$ cat src/rtl/uart_stl_dispatcher.sv
// Byte-level bridge between the UART RX/TX byte streams and the SerialTL byte ports:
// frames 16-byte STL requests, answers pings, and serialises responses onto TX.
module uart_stl_dispatcher #(
   parameter int unsigned CLOCK_FREQ = 100_000_000,
   parameter int unsigned TIMEOUT_US = 1000
) (
   input  logic       clk_i,
   input  logic       reset_i,
   input  logic       rx_valid_i,
   output logic       rx_ready_o,
   input  logic [7:0] rx_data_i,
   output logic       tx_valid_o,
   input  logic       tx_ready_i,
   output logic [7:0] tx_data_o,
   output logic       stl_data_valid_o,
   input  logic       stl_data_ready_i,
   output logic [7:0] stl_data_o,
   input  logic       stl_resp_valid_i,
   output logic       stl_resp_ready_o,
   input  logic [7:0] stl_resp_data_i,
   output logic [7:0] err_count_o,
   output logic       busy_o
);
   localparam int unsigned TIMEOUT_CYC = CLOCK_FREQ / 1_000_000 * TIMEOUT_US;
   localparam int unsigned TW = $clog2(TIMEOUT_CYC + 1);
   localparam logic [TW-1:0] TIMER_LAST = TW'(TIMEOUT_CYC - 1);
   localparam logic [7:0] HDR_STL    = 8'h53;
   localparam logic [7:0] HDR_PING   = 8'h50;
   localparam logic [7:0] PING_REPLY = 8'hA5;

   typedef enum logic [1:0] {RX_IDLE = 2'd0, RX_COLLECT = 2'd1, RX_FORWARD = 2'd2} rx_state_t;
   typedef enum logic [1:0] {TX_IDLE = 2'd0, TX_STL = 2'd1, TX_PING = 2'd2} tx_state_t;

   rx_state_t      rx_state_q, rx_state_d;
   tx_state_t      tx_state_q, tx_state_d;
   logic [7:0]     buf_q [16];
   logic [7:0]     buf_d [16];
   logic [3:0]     idx_q, idx_d, fidx_q, fidx_d, resp_cnt_q, resp_cnt_d;
   logic [TW-1:0]  timer_q, timer_d;
   logic           ping_pending_q, ping_pending_d;
   logic [7:0]     err_q, err_d;
   logic           rx_ready_q, rx_ready_d;
   logic           stl_valid_q, stl_valid_d;
   logic [7:0]     stl_data_q, stl_data_d;
   logic           busy_q, busy_d;
   logic           rx_accept_s, err_inc_s;

   // Next-state logic for the RX framer/forwarder and the TX arbiter.
   always_comb begin
      rx_state_d     = rx_state_q;
      tx_state_d     = tx_state_q;
      buf_d          = buf_q;
      idx_d          = idx_q;
      fidx_d         = fidx_q;
      timer_d        = timer_q;
      resp_cnt_d     = resp_cnt_q;
      ping_pending_d = ping_pending_q;
      stl_valid_d    = stl_valid_q;
      stl_data_d     = stl_data_q;
      err_inc_s      = 1'b0;
      rx_accept_s    = rx_valid_i & rx_ready_q;

      case (rx_state_q)
         RX_IDLE: begin
            if (rx_accept_s) begin
               if (rx_data_i == HDR_STL) begin
                  rx_state_d = RX_COLLECT;
                  idx_d      = 4'd0;
                  timer_d    = {TW{1'b0}};
               end else if (rx_data_i == HDR_PING) begin
                  ping_pending_d = 1'b1;
               end else begin
                  err_inc_s = 1'b1;
               end
            end else begin
               rx_state_d = RX_IDLE;
            end
         end
         RX_COLLECT: begin
            if (rx_accept_s) begin
               buf_d[idx_q] = rx_data_i;
               idx_d        = idx_q + 4'd1;
               timer_d      = {TW{1'b0}};
               if (idx_q == 4'd15) begin
                  rx_state_d  = RX_FORWARD;
                  fidx_d      = 4'd0;
                  stl_valid_d = 1'b1;
                  stl_data_d  = buf_q[0];
               end else begin
                  rx_state_d = RX_COLLECT;
               end
            end else if (timer_q == TIMER_LAST) begin
               // stalled frame: drop what was collected
               rx_state_d = RX_IDLE;
               err_inc_s  = 1'b1;
            end else begin
               timer_d = timer_q + {{(TW-1){1'b0}}, 1'b1};
            end
         end
         RX_FORWARD: begin
            if (stl_valid_q && stl_data_ready_i) begin
               if (fidx_q == 4'd15) begin
                  rx_state_d  = RX_IDLE;
                  stl_valid_d = 1'b0;
                  stl_data_d  = 8'h00;
               end else begin
                  fidx_d     = fidx_q + 4'd1;
                  stl_data_d = buf_q[fidx_q + 4'd1];
               end
            end else begin
               rx_state_d = RX_FORWARD;
            end
         end
         default: begin
            rx_state_d = RX_IDLE;
         end
      endcase

      case (tx_state_q)
         TX_IDLE: begin
            if (stl_resp_valid_i) begin
               tx_state_d = TX_STL;
               resp_cnt_d = 4'd0;
            end else if (ping_pending_q) begin
               tx_state_d = TX_PING;
            end else begin
               tx_state_d = TX_IDLE;
            end
         end
         TX_STL: begin
            if (stl_resp_valid_i && tx_ready_i) begin
               resp_cnt_d = resp_cnt_q + 4'd1;
               if (resp_cnt_q == 4'd15) begin
                  tx_state_d = TX_IDLE;
               end else begin
                  tx_state_d = TX_STL;
               end
            end else begin
               tx_state_d = TX_STL;
            end
         end
         TX_PING: begin
            if (tx_ready_i) begin
               ping_pending_d = 1'b0;
               tx_state_d     = TX_IDLE;
            end else begin
               tx_state_d = TX_PING;
            end
         end
         default: begin
            tx_state_d = TX_IDLE;
         end
      endcase

      if (err_inc_s && (err_q != 8'hFF)) begin
         err_d = err_q + 8'd1;
      end else begin
         err_d = err_q;
      end
      rx_ready_d = (rx_state_d == RX_COLLECT) || ((rx_state_d == RX_IDLE) && !ping_pending_d);
      busy_d     = (rx_state_d != RX_IDLE) || (tx_state_d != TX_IDLE);
   end

   // State and output registers.
   always_ff @(posedge clk_i) begin
      if (reset_i) begin
         rx_state_q     <= RX_IDLE;
         tx_state_q     <= TX_IDLE;
         buf_q          <= '{default: 8'h00};
         idx_q          <= 4'd0;
         fidx_q         <= 4'd0;
         resp_cnt_q     <= 4'd0;
         timer_q        <= {TW{1'b0}};
         ping_pending_q <= 1'b0;
         err_q          <= 8'h00;
         rx_ready_q     <= 1'b0;
         stl_valid_q    <= 1'b0;
         stl_data_q     <= 8'h00;
         busy_q         <= 1'b0;
      end else begin
         rx_state_q     <= rx_state_d;
         tx_state_q     <= tx_state_d;
         buf_q          <= buf_d;
         idx_q          <= idx_d;
         fidx_q         <= fidx_d;
         resp_cnt_q     <= resp_cnt_d;
         timer_q        <= timer_d;
         ping_pending_q <= ping_pending_d;
         err_q          <= err_d;
         rx_ready_q     <= rx_ready_d;
         stl_valid_q    <= stl_valid_d;
         stl_data_q     <= stl_data_d;
         busy_q         <= busy_d;
      end
   end

   // TX port mux: responses pass straight through while locked to STL.
   always_comb begin
      case (tx_state_q)
         TX_STL: begin
            tx_valid_o       = stl_resp_valid_i;
            tx_data_o        = stl_resp_data_i;
            stl_resp_ready_o = tx_ready_i;
         end
         TX_PING: begin
            tx_valid_o       = 1'b1;
            tx_data_o        = PING_REPLY;
            stl_resp_ready_o = 1'b0;
         end
         default: begin
            tx_valid_o       = 1'b0;
            tx_data_o        = 8'h00;
            stl_resp_ready_o = 1'b0;
         end
      endcase
   end

   assign rx_ready_o       = rx_ready_q;
   assign stl_data_valid_o = stl_valid_q;
   assign stl_data_o       = stl_data_q;
   assign err_count_o      = err_q;
   assign busy_o           = busy_q;

endmodule

$ cat config.mk
export PLATFORM = sky130hd
export DESIGN_NAME = uart_stl_dispatcher
export DESIGN_NICKNAME = d
export VERILOG_FILES = /design/src/rtl/uart_stl_dispatcher.sv
export SDC_FILE = /design/constraint.sdc
export NUM_CORES = 1
export LEC_CHECK = 0
export CORE_MARGIN = 4
export CORE_UTILIZATION = 55
export CTS_BUF_LIST = sky130_fd_sc_hd__clkbuf_4
export CTS_CLUSTER_DIAMETER = 30
export DETAILED_ROUTE_END_ITERATION = 10
export PLACE_DENSITY = 0.77
export SYNTH_ARGS = -nofsm -noshare
export SYNTH_HDL_FRONTEND = slang
export SYNTH_SLANG_ARGS = --single-unit
$ cat constraint.sdc
create_clock -name clk_i -period 2.2 [get_ports clk_i]
set_input_delay 0.33 -clock clk_i [delete_from_list [all_inputs] [get_ports clk_i]]
set_output_delay 0.33 -clock clk_i [all_outputs]
set_load 0.1 [all_outputs]
==> impl_metrics.json, run 1 <==
{
  "drt_iter0_markers": 795,
  "min_period_ns": 2.23,
  "h-tree-depth": 4,
  "ys_ff_latch": 181,
  "fmax_ghz": 0.449,
  "cts-buffers-inserted": 17,
  "finClkSkew_ns": 0.0194,
  "crit_slowest_cell": "a221oi_1",
  "drc_errors": 0,
  "overflow": 0,
  "cts_root_buf": "clkbuf_4",
  "cpLargestDelayFamily": "multiplexers",
  "row_count": 45,
  "tightest_slew_ns": 1.02,
  "regArea_sq_um": 3630,
  "grt_pass1_vias": 6750,
  "slew_headroom_pct": 31.7,
  "grt_usage_pct": 24.2,
  "ys_seq_area_share_pct": 42.7,
  "die_w_um": 132,
  "max_stage_delay_ns": 0.41,
  "drv_cap": 0,
  "core-area_sq_um": 15100,
  "viasPerCell": 5.91,
  "finalMaxSlewViolations": 0,
  "cts_max_path_buffers": 2,
  "critPathKind": "flip-flop to flip-flop",
  "hold_viol_final": 0,
  "yosys_most_used_dff": "dfxtp_1",
  "clk_pin_slew_worst_paths_ns": 0.13,
  "multiInputGateArea_sq_um": 4530,
  "timing.setup.tns_ns": -0.0554,
  "start_util_pct": 56.0,
  "cts_num_sinks": 181,
  "required_ns": 2.66,
  "synth-async-reset-ratio_pct": 0,
  "wl_per_cell_um": 17.3,
  "cts_tree": "done",
  "pre_cts_ws_ns": -0.0744,
  "dieArea_sq_um": 17500,
  "syn_inst": 967,
  "end_kind": "flip-flop",
  "cp_num_buf_inv": 1,
  "dr.pass1.iters": 5,
  "gp_congestion": 0.858,
  "grt_setup_unrepaired": "true",
  "routed_wl_um": 21100,
  "fin_hold_ws_ns": 0.0876,
  "die_h_um": 132,
  "arrival_ns": 2.69,
  "period_share_pct": 101,
  "layout_commonest_cell": "dfxtp_1",
  "power_density_nw_per_um2": 571,
  "synth_nets": 1001,
  "setup_ws_ns": -0.0262,
  "grt_max_degree": 123,
  "hpwl_um": 14200,
  "hold_depth": 2,
  "fin_util_pct": 64.9,
  "n_fill_cell": 1266,
  "synth_area_sq_um": 8480,
  "avgSynthCellArea_sq_um": 8.77,
  "violations": "negative setup slack",
  "cp_num_cells": 6,
  "clk_latency_ns": 0.60,
  "cts_hold_buffers": 0,
  "areaGrowthSynthToFinish_pct": 15.9,
  "final_cell_mix": "dfxtp_1, nand2_1, a21oi_1",
  "rr_worst_depth": 6,
  "outcome": "finished, violations left",
  "drive_gt1_share_pct": 19.7,
  "io_pins": 51,
  "worst_setup_path_start_kind": "flip-flop",
  "nets": 1054,
  "synth_edf_count": 0,
  "setup_violations": 3,
  "leakagePower_nw": 3.61,
  "vias": 7216,
  "critPathMaxFanout": 30,
  "antenna_left": 0,
  "ir_drop_uv": 335,
  "yosys.cell_types.count": 58,
  "path_cells": "ha_1, buf_12, mux4_2, mux2_2, a221oi_1, nor3_1",
  "portBuffers": 50,
  "yosys_warnings": 0,
  "min_path_type": "input pin to flip-flop",
  "grt_first_pass_wirelength_um": 34200,
  "antenna_found_initial": 0
}
-- final timing paths --
kind | endpoint | slack, ns | start
max | stl_data_o[7]$_SDFFE_PP0P_ | -0.03 | fidx_q[0]$_SDFFE_PP0P_
min | err_count_o[6]$_SDFFE_PP0P_ | 0.09 | reset_i
max reg2reg | stl_data_o[7]$_SDFFE_PP0P_ | -0.03 | fidx_q[0]$_SDFFE_PP0P_
min reg2reg | buf_q[47]$_SDFFE_PP0P_ | 0.46 | buf_q[47]$_SDFFE_PP0P_
-- synth_stat cells (13+ instances only) --
cell type / n / share of area (%)
dfxtp_1: 181 / 43
nand2_1: 150 / 6.6
a21oi_1: 121 / 7.1
nand3_1: 114 / 6.7
nor2_1: 80 / 3.5
clkbuf_1: 51 / 2.3
mux2i_1: 35 / 4.1
mux4_2: 32 / 8.5
buf_2: 15 / 0.89
mux2_2: 14 / 1.9
and2_1: 13 / 0.96
xnor2_1: 13 / 1.3
-- kinds of logic (layout without fill, tap and decap cells) --
family,after synthesis,after routing,synth area share [%]
adder cells (fa/ha/maj),12,12,1.77
flip-flops,181,181,42.7
XOR/XNOR,24,24,2.48
AND/OR/NAND/NOR,417,417,22.8
multiplexers,83,83,14.8
other,0,1,0
buffers and inverters,87,152,4.43
AO/OA/AOI/OAI,163,163,11.1
-- worst reg2reg max path, cell delays in order (launching register included) --
cell      delay [ns]
dfxtp_2         0.34
ha_1            0.33
buf_12          0.23
mux4_2          0.39
mux2_2          0.32
a221oi_1        0.42
nor3_1          0.08
-- repair_timing --
item | in CTS | in global routing
resized for setup | 1 | 6
pin swaps | 0 | 1
setup buffers | 0 | 1
endpoints found under the setup margin | 10 | 13
-- sequential cells by signal, indices dropped and copies added (netlist names) --
name and count:
resp_cnt_q 4, buf_q 128, timer_q 17, busy_o 1, ping_pending_q 1, stl_data_o 8
tx_state_q 2, idx_q 4, stl_data_valid_o 1, fidx_q 4, rx_state_q 2, err_count_o 8
rx_ready_o 1
-- per-layer routing --
layer / up-vias / global-route usage (%) / wire, um
li1: 3496 / - / -
met1: 3410 / 32.8 / 9260
met2: 263 / 37.8 / 9690
met3: 47 / 5.27 / 1560
met4: 0 / 9.63 / 580
met5: - / 0 / 0
-- power by group --
part / switching (W) / internal [W]
Sequential: 0.00000832 / 0.00329
Clock: 0.00114 / 0.000795
Combinational: 0.000252 / 0.000129
Total: 0.00140 / 0.00421
-- metrics by stage --
stage               power (W)  area [sq um]  cells
finish                0.00561          9820   1221
global route          0.00579          9820   1220
CTS                   0.00563          9780   1219
detailed placement    0.00374          9490   1188
global placement      0.00374          9490   1188
floorplan             0.00359          8500    967
-- area by class of cell --
type | instances | share of cell area (%)
clock buffer | 18 | 1.38
multi-input combinational | 699 | 46.1
tap | 188 | 2.39
timing repair buffer | 113 | 11.2
sequential | 181 | 37.0
inverter | 8 | 0.306
clock inverter | 13 | 1.59
antenna | 1 | 0.0255
(Power assumes the default switching activity.)
==> run 2: changes to the inputs <==
- PLACE_DENSITY: 0.77 -> 0.74
- clock period: 2.2 -> 2.7 ns (I/O delays scaled with it)
==> run 2 against run 1 <==
Effect of this change:
- the run now ends clean
- via count decreased by 1.9%
- utilization decreased by 2.7 points
- global-route usage decreased by 0.10 points
==> impl_metrics.json, run 2 (synthesis gave the netlist of run 1 again) <==
{
  "io_pins": 51,
  "path_cells": "inv_1, ha_1, a21oi_1, nor2b_1, buf_12",
  "min_path_type": "input pin to flip-flop",
  "final_cell_mix": "dfxtp_1, nand2_1, a21oi_1",
  "gp_congestion": 0.844,
  "critPathKind": "flip-flop to output port",
  "drt_iter0_markers": 730,
  "clk_latency_ns": 0.59,
  "areaGrowthSynthToFinish_pct": 11.0,
  "overflow": 0,
  "viasPerCell": 5.92,
  "slew_headroom_pct": 30.6,
  "start_util_pct": 56.0,
  "grt_setup_unrepaired": "false",
  "cts_setup_buffers": 0,
  "period_share_pct": 90.1,
  "cts_tree": "done",
  "clk_pin_slew_worst_paths_ns": 0.14,
  "grt_pass1_vias": 6573,
  "outcome": "complete, no violations",
  "grt_first_pass_wirelength_um": 34100,
  "vias": 7078,
  "hpwl_um": 14000,
  "multiInputGateArea_sq_um": 4490,
  "fmax_ghz": 0.411,
  "timing.setup.tns_ns": 0,
  "cpLargestDelayFamily": "adder cells",
  "grt_max_degree": 109,
  "drv_cap": 0,
  "antenna_found_initial": 0,
  "antenna_left": 0,
  "crit_slowest_cell": "ha_1",
  "nets": 1028,
  "h-tree-depth": 4,
  "pre_cts_ws_ns": 0.194,
  "drc_errors": 0,
  "placed_cells": 1163,
  "required_ns": 2.30,
  "final_cells": 1196,
  "cts_max_path_buffers": 2,
  "die_h_um": 132,
  "routed_wl_um": 21000,
  "portBuffers": 50,
  "die_w_um": 132,
  "row_count": 45,
  "top_regs": "buf_q: 128 flops, timer_q: 17 flops",
  "worst_setup_path_start_kind": "flip-flop",
  "power_density_nw_per_um2": 466,
  "dr.pass1.iters": 5,
  "critPathMaxFanout": 16,
  "layout_commonest_cell": "dfxtp_1",
  "cp_num_buf_inv": 2,
  "arrival_ns": 2.03,
  "hold_viol_final": 0,
  "end_kind": "output port",
  "min_period_ns": 2.43,
  "setup_ws_ns": 0.268,
  "cts_num_sinks": 181,
  "max_stage_delay_ns": 0.43,
  "regArea_sq_um": 3620,
  "top_register": "buf_q",
  "n_fill_cell": 1341,
  "finClkSkew_ns": 0.0231,
  "drive_gt1_share_pct": 15.7,
  "cts-buffers-inserted": 17,
  "largest_reg_flops": 128,
  "grt_usage_pct": 24.1,
  "tightest_slew_ns": 1.03,
  "setup_violations": 0,
  "ir_drop_uv": 259,
  "cts_hold_buffers": 0,
  "core-area_sq_um": 15100,
  "dieArea_sq_um": 17500,
  "leakagePower_nw": 3.41,
  "total_power_w": 0.00439,
  "cts_root_buf": "clkbuf_4",
  "wl_per_cell_um": 17.6,
  "cts-resized-gates": 0,
  "finalMaxSlewViolations": 0
}
[run 2: changes by cell type in the layout (fill, tap and decap cells not counted), moves of 3 or more]
cell     delta
buf_12     -10
buf_4      -16
dfxtp_1     +8
dfxtp_2     -8
ha_1        +3
nor2b_1     +5
nor2b_2     -5
[run 2: path summary, 6_finish.rpt]
| check | start | to | slack (ns) | depth (start not counted) |
|---|---|---|---|---|
| max | tx_state_q[1]$_SDFF_PP0_ | tx_valid_o | 0.27 | 5 |
| min | reset_i | fidx_q[0]$_SDFFE_PP0P_ | 0.16 | 2 |
| max reg2reg | fidx_q[0]$_SDFFE_PP0P_ | stl_data_o[2]$_SDFFE_PP0P_ | 0.30 | 6 |
| min reg2reg | buf_q[39]$_SDFFE_PP0P_ | buf_q[39]$_SDFFE_PP0P_ | 0.46 | 2 |
[run 2: final cells by class]
type,count,area share [%]
Tap cell,188,2.50
Clock buffer,20,1.60
Timing Repair Buffer,87,8.27
Sequential cell,181,38.5
Inverter,8,0.319
Multi-Input combinational cell,699,47.7
Antenna cell,1,0.0266
Clock inverter,12,1.12
[run 2: per-layer routing]
metal  wire length [um]  part of all wire (%)  global-route usage, %
met4                365                   1.7                   7.93
met3               1760                   8.4                   5.38
met5                  0                     0                      0
met2               9670                    46                   37.0
met1               9240                    44                   33.8
[run 2: power breakdown]
part / total, W / internal (W) / leakage [nW] / switching (W)
sequential: 0.00268 / 0.00268 / 1.46 / 0.00000596
clock: 0.00142 / 0.000489 / 0.142 / 0.000930
combinational: 0.000286 / 0.0000829 / 1.81 / 0.000204
total: 0.00439 / 0.00325 / 3.41 / 0.00114
[run 2: stage by stage]
stage / util (%) / hold slack, ns / instance area [sq um]
2_1_floorplan: - / 0.433 / 8480
3_3_place_gp: 60.4 / 0.439 / 9150
3_5_place_dp: 60.4 / 0.444 / 9150
4_1_cts: 62.1 / 0.135 / 9410
5_1_grt: 62.1 / 0.133 / 9410
6_report: 62.1 / 0.163 / 9410
==> run 3: changes to the inputs <==
- RECOVER_POWER: default -> 100
==> run 3 against run 2 <==
Effect of this change:
- global-route usage stayed put
- clock skew hardly changed
- utilization is 1.0 points lower
- worst setup slack worse by 0.073 ns
- flip-flop and latch count stayed put
- wire length is 0.56% higher
- maximum frequency is 2.9% lower
- clock power hardly changed
- design area is 1.6% lower
- register-to-register slack worse by 0.10 ns
- combinational power is 3% lower
- sequential share of layout area is 0.63 points higher
==> impl_metrics.json, run 3 (synthesis gave the netlist of run 1 again) <==
{
  "outcome": "complete, no violations",
  "overflow": 0,
  "cts_hold_buffers": 0,
  "cp_num_cells": 6,
  "cts_tree": "done",
  "r2r_start": "fidx_q[0]$_SDFFE_PP0P_",
  "clk_latency_ns": 0.59,
  "final_cells": 1196,
  "clk_pin_slew_worst_paths_ns": 0.13,
  "cts-buffers-inserted": 17,
  "crit_slowest_cell": "nor3_1",
  "hold_start": "reset_i",
  "min_period_ns": 2.50,
  "max_stage_delay_ns": 0.89,
  "dieArea_sq_um": 17500,
  "worst_setup_path_start_kind": "flip-flop",
  "grt_max_degree": 109,
  "core-area_sq_um": 15100,
  "die_w_um": 132,
  "nets": 1028,
  "vias": 7080,
  "io_pins": 51,
  "cpLargestDelayFamily": "simple AND/OR/NAND/NOR gates",
  "grt_first_pass_wirelength_um": 34100,
  "viasPerCell": 5.92,
  "min_path_type": "input pin to flip-flop",
  "leakagePower_nw": 3.31,
  "tightest_slew_ns": 1.22,
  "antenna_left": 0,
  "ff2ff_setup_slack_ns": 0.20,
  "drt_iter0_markers": 719,
  "ir_drop_uv": 259,
  "row_count": 45,
  "cts-resized-gates": 0,
  "arrival_ns": 3.02,
  "cts_max_path_buffers": 2,
  "critPathLaunch": "fidx_q[0]$_SDFFE_PP0P_",
  "critPathMaxFanout": 35,
  "crit_top_cell": "nor3_1",
  "die_h_um": 132,
  "wl_per_cell_um": 17.7,
  "layout_commonest_cell": "dfxtp_1",
  "r2r_end": "stl_data_o[3]$_SDFFE_PP0P_",
  "largest_reg_flops": 128,
  "n_fill_cell": 1372,
  "antenna_found_initial": 0,
  "drv_cap": 0,
  "path_cells": "buf_12, nand3_1, xnor2_1, nor3_1, a221oi_1, nor3_1",
  "cp_num_buf_inv": 1,
  "h-tree-depth": 4,
  "setup.worst_path.end": "stl_data_o[3]$_SDFFE_PP0P_",
  "setup_violations": 0,
  "cts_root_buf": "clkbuf_4",
  "fmax_ghz": 0.399,
  "top_register": "buf_q",
  "final_cell_mix": "dfxtp_1, nand2_1, a21oi_1",
  "routed_wl_um": 21200,
  "placed_cells": 1163,
  "grt_usage_pct": 24.1,
  "required_ns": 3.21,
  "drive_gt1_share_pct": 13.1,
  "cts_num_sinks": 181,
  "start_util_pct": 56.0,
  "grt_setup_unrepaired": "false",
  "slew_headroom_pct": 19.1,
  "timing.setup.tns_ns": 0,
  "areaGrowthSynthToFinish_pct": 9.21,
  "cts_setup_buffers": 0,
  "critPathKind": "flip-flop to flip-flop",
  "hold_viol_final": 0,
  "end_kind": "flip-flop",
  "drc_errors": 0,
  "rr_worst_depth": 6,
  "finClkSkew_ns": 0.0235,
  "dr.pass1.iters": 5,
  "grt_pass1_vias": 6573,
  "finalMaxSlewViolations": 0,
  "period_share_pct": 92.8,
  "top_regs": "buf_q: 128 flops, timer_q: 17 flops",
  "portBuffers": 50,
  "hpwl_um": 14000,
  "power_density_nw_per_um2": 473,
  "gp_congestion": 0.844
}
-- run 3: worst min-delay path by stage --
stage                                              to  slack [ns]  cells past startpoint
after floorplan               buf_q[100]$_SDFFE_PP0P_        0.43                      2
after global routing      err_count_o[3]$_SDFFE_PP0P_        0.13                      2
final                          fidx_q[0]$_SDFFE_PP0P_        0.17                      2
after CTS                      fidx_q[0]$_SDFFE_PP0P_        0.13                      2
after detailed placement       buf_q[71]$_SDFFE_PP0P_        0.44                      2
after global placement        buf_q[107]$_SDFFE_PP0P_        0.44                      2
-- run 3: metrics by stage --
stage               setup WS [ns]  area [sq um]  hold WS, ns  power (W)  utilization (%)
global route               0.0662          9260        0.133    0.00453             61.1
finish                      0.195          9260        0.166    0.00438             61.1
global placement            0.219          9150        0.439    0.00302             60.4
floorplan                  0.0114          8480        0.433    0.00292                -
detailed placement          0.194          9150        0.444    0.00302             60.4
CTS                         0.224          9410        0.135    0.00442             62.1
-- run 3: per-layer routing --
metal / vias up / routed length, um / track usage, %
li1: 3462 / - / -
met1: 3379 / 9610 / 33.8
met3: 26 / 1540 / 5.38
met5: - / 0 / 0
met4: 0 / 340 / 7.93
met2: 213 / 9670 / 37.0
-- run 3: final cells by class --
class / count / area (sq um) / area share, %
Timing Repair Buffer: 87 / 652 / 7.04
Clock buffer: 20 / 150 / 1.62
Clock inverter: 12 / 105 / 1.14
Tap cell: 188 / 235 / 2.54
Inverter: 8 / 30.0 / 0.324
Multi-Input combinational cell: 699 / 4460 / 48.2
Sequential cell: 181 / 3620 / 39.1
Antenna cell: 1 / 2.50 / 0.0270
-- run 3: report_power, final --
part | switching [W] | total [W] | internal (W)
clock | 0.000926 | 0.00142 | 0.000489
combinational | 0.000203 | 0.000277 | 0.0000741
sequential | 0.00000586 | 0.00268 | 0.00268
